==> src/rtl/mem_pkg.sv <==
// mem_pkg: memory-port op codes and arbiter state encoding shared across the core
package mem_pkg;
    localparam logic [1:0] MEM_OP_IDLE  = 2'b00;
    localparam logic [1:0] MEM_OP_READ  = 2'b01;
    localparam logic [1:0] MEM_OP_WRITE = 2'b10;
    typedef enum logic [1:0] {IDLE, ISSUE, WAIT, DONE} arb_state_t;
endpackage

==> src/rtl/mem_port_arbiter_rr_pick.sv <==
// rr_pick: combinational round-robin pick of the first pending index after last_grant
module rr_pick #(
    parameter int REQ_BIT = 1
) (
    input  logic [(1<<REQ_BIT)-1:0] pending,
    input  logic [REQ_BIT-1:0]      last_grant,
    output logic                    valid,
    output logic [REQ_BIT-1:0]      index
);
    localparam int N = 1 << REQ_BIT;
    logic [REQ_BIT-1:0] c;
    always_comb begin
        valid = |pending;
        index = '0;
        c = '0;
        for (int k = N; k >= 1; k--) begin
            c = last_grant + k[REQ_BIT-1:0];
            if (pending[c]) index = c;
        end
    end
endmodule

==> src/rtl/mem_port_arbiter.sv <==
// mem_port_arbiter: round-robin sharing of one single-outstanding memory port between 1<<REQ_BIT requesters
module mem_port_arbiter
    import mem_pkg::*;
#(
    parameter int REQ_BIT  = 1,
    parameter int ADDR_BIT = 32,
    parameter int DATA_BIT = 32
) (
    input  logic                                CLK,
    input  logic                                RST,
    input  logic [2*(1<<REQ_BIT)-1:0]           req_rw_flag,
    input  logic [ADDR_BIT*(1<<REQ_BIT)-1:0]    req_addr,
    input  logic [DATA_BIT*(1<<REQ_BIT)-1:0]    req_write_data,
    input  logic [(DATA_BIT/8)*(1<<REQ_BIT)-1:0] req_write_mask,
    output logic [DATA_BIT*(1<<REQ_BIT)-1:0]    req_read_data,
    output logic [(1<<REQ_BIT)-1:0]             req_busy,
    output logic [(1<<REQ_BIT)-1:0]             req_done,
    output logic [1:0]                          mem_rw_flag,
    output logic [ADDR_BIT-1:0]                 mem_addr,
    output logic [DATA_BIT-1:0]                 mem_write_data,
    output logic [DATA_BIT/8-1:0]               mem_write_mask,
    input  logic [DATA_BIT-1:0]                 mem_read_data,
    input  logic                                mem_busy,
    input  logic                                mem_done
);
    localparam int N        = 1 << REQ_BIT;
    localparam int MASK_BIT = DATA_BIT / 8;
    arb_state_t         state;
    logic [1:0]         op;
    logic [REQ_BIT-1:0] grant, last_grant, pick_index;
    logic [N-1:0]       pending;
    logic               pick_valid;
    // 01 and 10 are the only legal ops, so the xor of the pair drops both idle and illegal
    for (genvar i = 0; i < N; i++) assign pending[i] = ^req_rw_flag[2*i +: 2];
    rr_pick #(.REQ_BIT(REQ_BIT)) u_pick (
        .pending    (pending),
        .last_grant (last_grant),
        .valid      (pick_valid),
        .index      (pick_index)
    );
    assign mem_rw_flag = state == ISSUE ? op : MEM_OP_IDLE;
    assign req_busy    = {N{state != IDLE}};
    always_comb begin
        req_done = '0;
        req_done[grant] = state == DONE;
    end
    always_ff @(posedge CLK or posedge RST) begin
        if (RST) begin
            state          <= IDLE;
            op             <= MEM_OP_IDLE;
            grant          <= '0;
            last_grant     <= '1;
            mem_addr       <= '0;
            mem_write_data <= '0;
            mem_write_mask <= '0;
            req_read_data  <= '0;
        end else begin
            case (state)
                IDLE: if (pick_valid) begin
                    op             <= req_rw_flag[2*pick_index +: 2];
                    mem_addr       <= req_addr[ADDR_BIT*pick_index +: ADDR_BIT];
                    mem_write_data <= req_write_data[DATA_BIT*pick_index +: DATA_BIT];
                    mem_write_mask <= req_write_mask[MASK_BIT*pick_index +: MASK_BIT];
                    grant          <= pick_index;
                    last_grant     <= pick_index;
                    state          <= ISSUE;
                end
                ISSUE: if (!mem_busy) state <= WAIT;
                WAIT: if (mem_done) begin
                    if (op == MEM_OP_READ) req_read_data[DATA_BIT*grant +: DATA_BIT] <= mem_read_data;
                    state <= DONE;
                end
                default: state <= IDLE;
            endcase
        end
    end
endmodule

==> config.mk <==
export PLATFORM = sky130hd
export DESIGN_NAME = mem_port_arbiter
export DESIGN_NICKNAME = d
export VERILOG_FILES = /design/src/rtl/mem_pkg.sv /design/src/rtl/mem_port_arbiter_rr_pick.sv /design/src/rtl/mem_port_arbiter.sv
export SDC_FILE = /design/constraint.sdc
export NUM_CORES = 1
export LEC_CHECK = 0
export ABC_AREA = 1
export ABC_CLOCK_PERIOD_IN_PS = 5500
export BUFFER_PORTS_ARGS = -buffer_cell sky130_fd_sc_hd__buf_2
export CAP_MARGIN = 10
export CORE_MARGIN = 3
export CORE_UTILIZATION = 47
export DETAILED_ROUTE_END_ITERATION = 16
export PLACE_DENSITY = 0.81
export REMOVE_ABC_BUFFERS = 1
export SLEW_MARGIN = 40
export SYNTH_ARGS = -nofsm -noshare
export SYNTH_HDL_FRONTEND = slang
export SYNTH_HIERARCHICAL = 1
export SYNTH_SLANG_ARGS = --single-unit
export TNS_END_PERCENT = 10
==> constraint.sdc <==
create_clock -name CLK -period 5.5 [get_ports CLK]
set_clock_uncertainty 0.15 [all_clocks]
set_input_delay 1.1 -clock CLK [delete_from_list [all_inputs] [get_ports CLK]]
set_output_delay 1.1 -clock CLK [all_outputs]
set_load 0.01 [all_outputs]
==> results.toml, run 1 <==
[final_layout]
drive_gt1_frac = 0.3447
fillers = 1162
syn_to_final_growth_pct = 31.38
final_cell_mix = "352 x nand2_1, 313 x buf_2, 137 x dfrtp_1"
final_common_cell = "nand2_1"
layout.nets = 1249

[synth]
postSynth.asyncResetShare = 1.000
syn-cell-area_um2 = 6570
yosysSeqAreaShare = 0.5258
ys_warn_count = 6
netlist_instances = 781
synth_edf_count = 0
synth.avg_cell_area_um2 = 8.412
ys_seq_elements = 138
ys.flop_type = "dfrtp_1"
ys_types = 23

[pwr]
power_density_nw_per_um2 = 541.1
power_mw = 4.671
p_leak_nw = 5.195
ir_worst_vdd_v = 0.0002603

[die]
die_h_um = 124.2
die-area_um2 = 15430
initial_core_util = 0.4884
core_um2 = 13450
fp-row-count = 42
die_w_um = 124.2
design.portCount = 314

[drt]
vias = 6189
first_iter_violations = 423
drt-total-wl_mm = 18.62
drcViolationCount = 0
wl_per_cell_um = 14.78
routed_via_density = 4.912
ant_nets = 0
dr.pass1.iters = 5

[timing]
tns_ps = 0
slew_violations = 0
fin_crit_ps = 2747
worst_slew_pin_slew_ps = 789.8
timing_hold_violations_final = 0
slew_headroom = 0.4735
rsz0062_at_grt = "no"
setup_viol = 0
fmax_mhz = 364.0
fin_crit_sh = 0.4995

[global_routing]
grt_max_degree = 107
grt_pass1_vias = 6019
grt_pass1_wl_mm = 30.21
antenna_found_initial = 3
grt_overflow = 0
grt_usage = 0.2406

[clocking]
cts_resized = 0
cts_setup_buffers = 0
numClockSinks = 138
clk_pin_slew_ps = 60
cts-root-buf = "clkbuf_16"
cts_inserted_buffers = 17
clock_path_buffers = 2
clk_latency_ps = 400
cts_hold_buffers = 0
tritoncts = "yes"
htreeDepth = 4

[min_path]
hold_depth = 2
hold_path.class = "register to register"

[worst_setup_path]
reg2reg_depth = 5
worstSetupEndpointType = "register"
start_kind = "primary input"
crit_type = "primary input to register"
cp.required_ps = 5700
arrival_ps = 2950
worstPathMaxFanout = 44

[outcome]
outcome = "complete, no violations"

[placement]
gp_congestion = 0.8437
dp_hpwl_mm = 13.27
portBuffers = 313

[run]
cap_violations = 0
-- state kept, by name (all words and copies together) (netlist names) --
signal / cells
mem_addr: 32
mem_write_mask: 4
last_grant: 1
state: 2
grant: 1
req_read_data: 64
mem_write_data: 32
op: 2
-- worst max-delay path: stages --
cell and delay [ps]:
buf_2 110, xor2_1 250, or2_1 180, nand2_2 70, inv_2 400, buf_4 510, o211ai_1 200, nand2_1 100
-- power breakdown --
part	internal (mW)	total (mW)	switching (mW)	leakage, nW
Combinational	0.679	1.82	1.14	3.18
Clock	0.688	1.12	0.430	0.282
Sequential	1.46	1.73	0.266	1.74
-- path summary, 6_finish.rpt --
path / endpoint / slack [ps] / startpoint
min reg2reg: req_read_data[18] / 310 / req_read_data[18]
min in group asynchronous: req_read_data[31] / 660 / RST
max in group asynchronous: mem_addr[7] / 3540 / RST
max reg2reg: req_read_data[5] / 3120 / grant
max: mem_addr[0] / 2750 / req_rw_flag[1]
min: req_read_data[18] / 310 / req_read_data[18]
-- per-layer routing --
layer,GRT usage,vias up,part of all wire
li1,-,3022,-
met1,0.3122,2843,0.39
met2,0.3890,290,0.49
met3,0.06701,32,0.094
met4,0.08382,2,0.024
met5,0,-,0.00038
-- kinds of logic after synthesis --
family                     count (synthesis)  synth area share
adders and majority gates                  4          0.007618
xor gates and xnor gates                   2          0.002667
and+or+nand+nor                          428            0.2670
buffers and inverters                    137            0.1093
AOI/OAI and AO/OA                         72           0.08760
DFF                                      138            0.5258
-- area by class of cell --
cell class | instances | area (µm²) | share of cell area
antenna | 2 | 5.005 | 0.0005798
clock buffer | 20 | 456.7 | 0.05291
clock inverter | 12 | 121.4 | 0.01406
inverter | 87 | 334.1 | 0.03870
multi-input combinational | 506 | 2409 | 0.2790
sequential | 138 | 3455 | 0.4002
tap | 176 | 220.2 | 0.02551
timing repair buffer | 319 | 1632 | 0.1890
-- through the flow --
step / worst slack (ps) / hold slack (ps) / cells / cell area (µm²) / utilization
2_1_floorplan: -1819 / 298.1 / 731 / 6178 / -
3_3_place_gp: 2237 / 297.8 / 1225 / 8031 / 0.5970
3_5_place_dp: 2305 / 302.9 / 1226 / 8049 / 0.5983
4_1_cts: 2743 / 317.2 / 1258 / 8627 / 0.6413
5_1_grt: 2572 / 335.3 / 1260 / 8632 / 0.6416
6_report: 2753 / 314.6 / 1260 / 8632 / 0.6416
-- cells in the mapped netlist (2+ instances only) --
master	number	area, µm²
inv_1	82	307.8
ha_1	4	50.05
buf_6	20	225.2
clkbuf_1	11	41.29
inv_2	5	18.77
nand4_1	2	12.51
nand2_2	3	18.77
o211ai_2	8	100.1
nand3_1	65	325.3
xor2_1	2	17.52
nand2_1	352	1321
buf_4	12	90.09
buf_2	7	35.03
nand3_4	2	35.03
dfrtp_1	137	3428
o211ai_1	62	465.5
(Power assumes the default switching activity.)
==> run 2, diff against run 1 <==
Settings changed: ABC_CLOCK_PERIOD_IN_PS 5500 to 2280, CORE_UTILIZATION 47 to 42, PLACE_DENSITY 0.81 to 0.77.
Clock period 5.5 ns to 2.28 ns, I/O delays scaled along.
==> run 2 against run 1 <==
Net effect:
- hold slack lost 200 ps
- power rose by 150%
- via count rose by 2.2%
- combinational power increased by 150%
- register-to-register slack worse by 2700 ps
==> results.toml, run 2 (synthesized netlist as in run 1, its figures left out) <==
[outcome]
outcome = "complete, no violations"

[final_layout]
top_regs = "req_read_data x64, mem_addr x32, mem_write_data x32"
design_area_um2 = 8896
fin_util = 0.5830
antenna_cells = 0
drive_gt1_frac = 0.3522
final_common_cell = "nand2_1"
final_cell_mix = "352 x nand2_1, 313 x buf_2, 137 x dfrtp_1"
regArea_um2 = 3455
largest_register_ffs = 64
syn_to_final_growth_pct = 35.40
regMostFlops = "req_read_data"
multiInputGateArea_um2 = 2409
fillers = 1375
layout.nets = 1264

[worst_setup_path]
worstPathMaxFanout = 14
reg2reg_slack_ps = 440
crit_start = "grant"
rr_startpoint = "state[0]"
cp.required_ps = 1670
crit_type = "register to output pin"
reg2reg_depth = 7
crit_path_end = "req_done[1]"
worstSetupEndpointType = "output pin"
start_kind = "register"
arrival_ps = 1400
regToRegEndpoint = "req_read_data[13]"

[global_routing]
antenna_found_initial = 2
grt_pass1_vias = 5817
grt_overflow = 0
grt_max_degree = 47
grt_usage = 0.2168
grt_pass1_wl_mm = 29.07

[die]
design.portCount = 314
die-area_um2 = 17180
die_h_um = 131.1
core_um2 = 15260
fp-row-count = 45
die_w_um = 131.1
initial_core_util = 0.4306

[clocking]
htreeDepth = 4
clock_path_buffers = 2
clk_pin_slew_ps = 60
numClockSinks = 138
tritoncts = "yes"
clk_latency_ps = 410
cts_inserted_buffers = 17
cts-root-buf = "clkbuf_16"

[timing]
slew_violations = 0
fin_crit_sh = 0.8788
rsz0062_at_grt = "no"
fmax_mhz = 499.1
timing_hold_violations_final = 0
timing.hold.ws_ps = 117.3
fin_crit_ps = 2004
setup_viol = 0
worst_slew_pin_slew_ps = 561.2
slew_headroom = 0.6259

[drt]
drcViolationCount = 0
first_iter_violations = 308
dr.pass1.iters = 5
drt-total-wl_mm = 19.26
routed_via_density = 4.839
wl_per_cell_um = 14.74
ant_nets = 0
vias = 6324

[placement]
gp_congestion = 0.8336
portBuffers = 313
dp_hpwl_mm = 14.16
dpl-instance-area_um2 = 8250

[pwr]
p_leak_nw = 5.305
ir_worst_vdd_v = 0.0006630
power_density_nw_per_um2 = 1308

[min_path]
hold_path.class = "primary input to register"
min_from = "req_write_mask[3]"

[run]
cap_violations = 0
## run 2: cell types whose count changed in the layout (fill, tap and decap cells not counted)
cell	previous run	this run
clkinv_4	0	1
dlygate4sd3_1	0	1
buf_4	4	14
clkinv_2	6	1
diode_2	2	0
bufinv_16	2	4
buf_12	1	6
buf_8	1	0
clkbuf_8	2	3
inv_8	1	0
inv_6	1	2
## run 2: how the worst min path moves through the flow
stage / slack, ps / endpoint / cells after the start
after floorplan: 300 / last_grant / 2
after global placement: 300 / req_read_data[11] / 2
after detailed placement: 300 / req_read_data[21] / 2
after CTS: 100 / mem_addr[12] / 3
after global routing: 100 / mem_addr[11] / 3
final: 120 / mem_write_mask[3] / 3
## run 2: layout make-up
type / count / share of cell area
Sequential cell: 138 / 0.3883
Multi-Input combinational cell: 506 / 0.2707
Timing Repair Buffer: 334 / 0.2025
Clock buffer: 21 / 0.05288
Inverter: 87 / 0.03727
Tap cell: 211 / 0.02968
Clock inverter: 10 / 0.01857
## run 2: layer usage
layer  up-vias  part of all wire  global-route usage
li1       3061                 -                   -
met1      2958              0.40              0.2653
met2       283              0.49              0.3614
met3        18              0.10             0.07982
met4         4            0.0092             0.06050
met5         -            0.0014                   0
## run 2: timing repair
action | in CTS | in global routing
setup buffers | 0 | 0
endpoints found under the hold margin | 39 | 0
hold buffers | 1 | 0
gates resized for setup | 0 | 0
## run 2: worst max-delay path, stage by stage, from the launching register on
cell and delay [ps]:
dfrtp_1 690, nand2_1 110, inv_1 70, buf_2 120
## run 2: metrics by stage
step | total power [mW] | instances | TNS [ps] | setup slack (ps)
after floorplan | 6.675 | 731 | -590380 | -4395
after global placement | 8.630 | 1275 | 0 | 225.1
after detailed placement | 8.766 | 1275 | 0 | 155.1
after CTS | 11.74 | 1307 | 0 | 241.2
after global routing | 12.48 | 1307 | 0 | 146.8
final | 11.63 | 1307 | 0 | 276.3
## run 2: power breakdown
group	internal (mW)	switching, mW
registers	3.53	0.656
clock network	1.91	1.02
logic	1.73	2.79
total	7.17	4.46
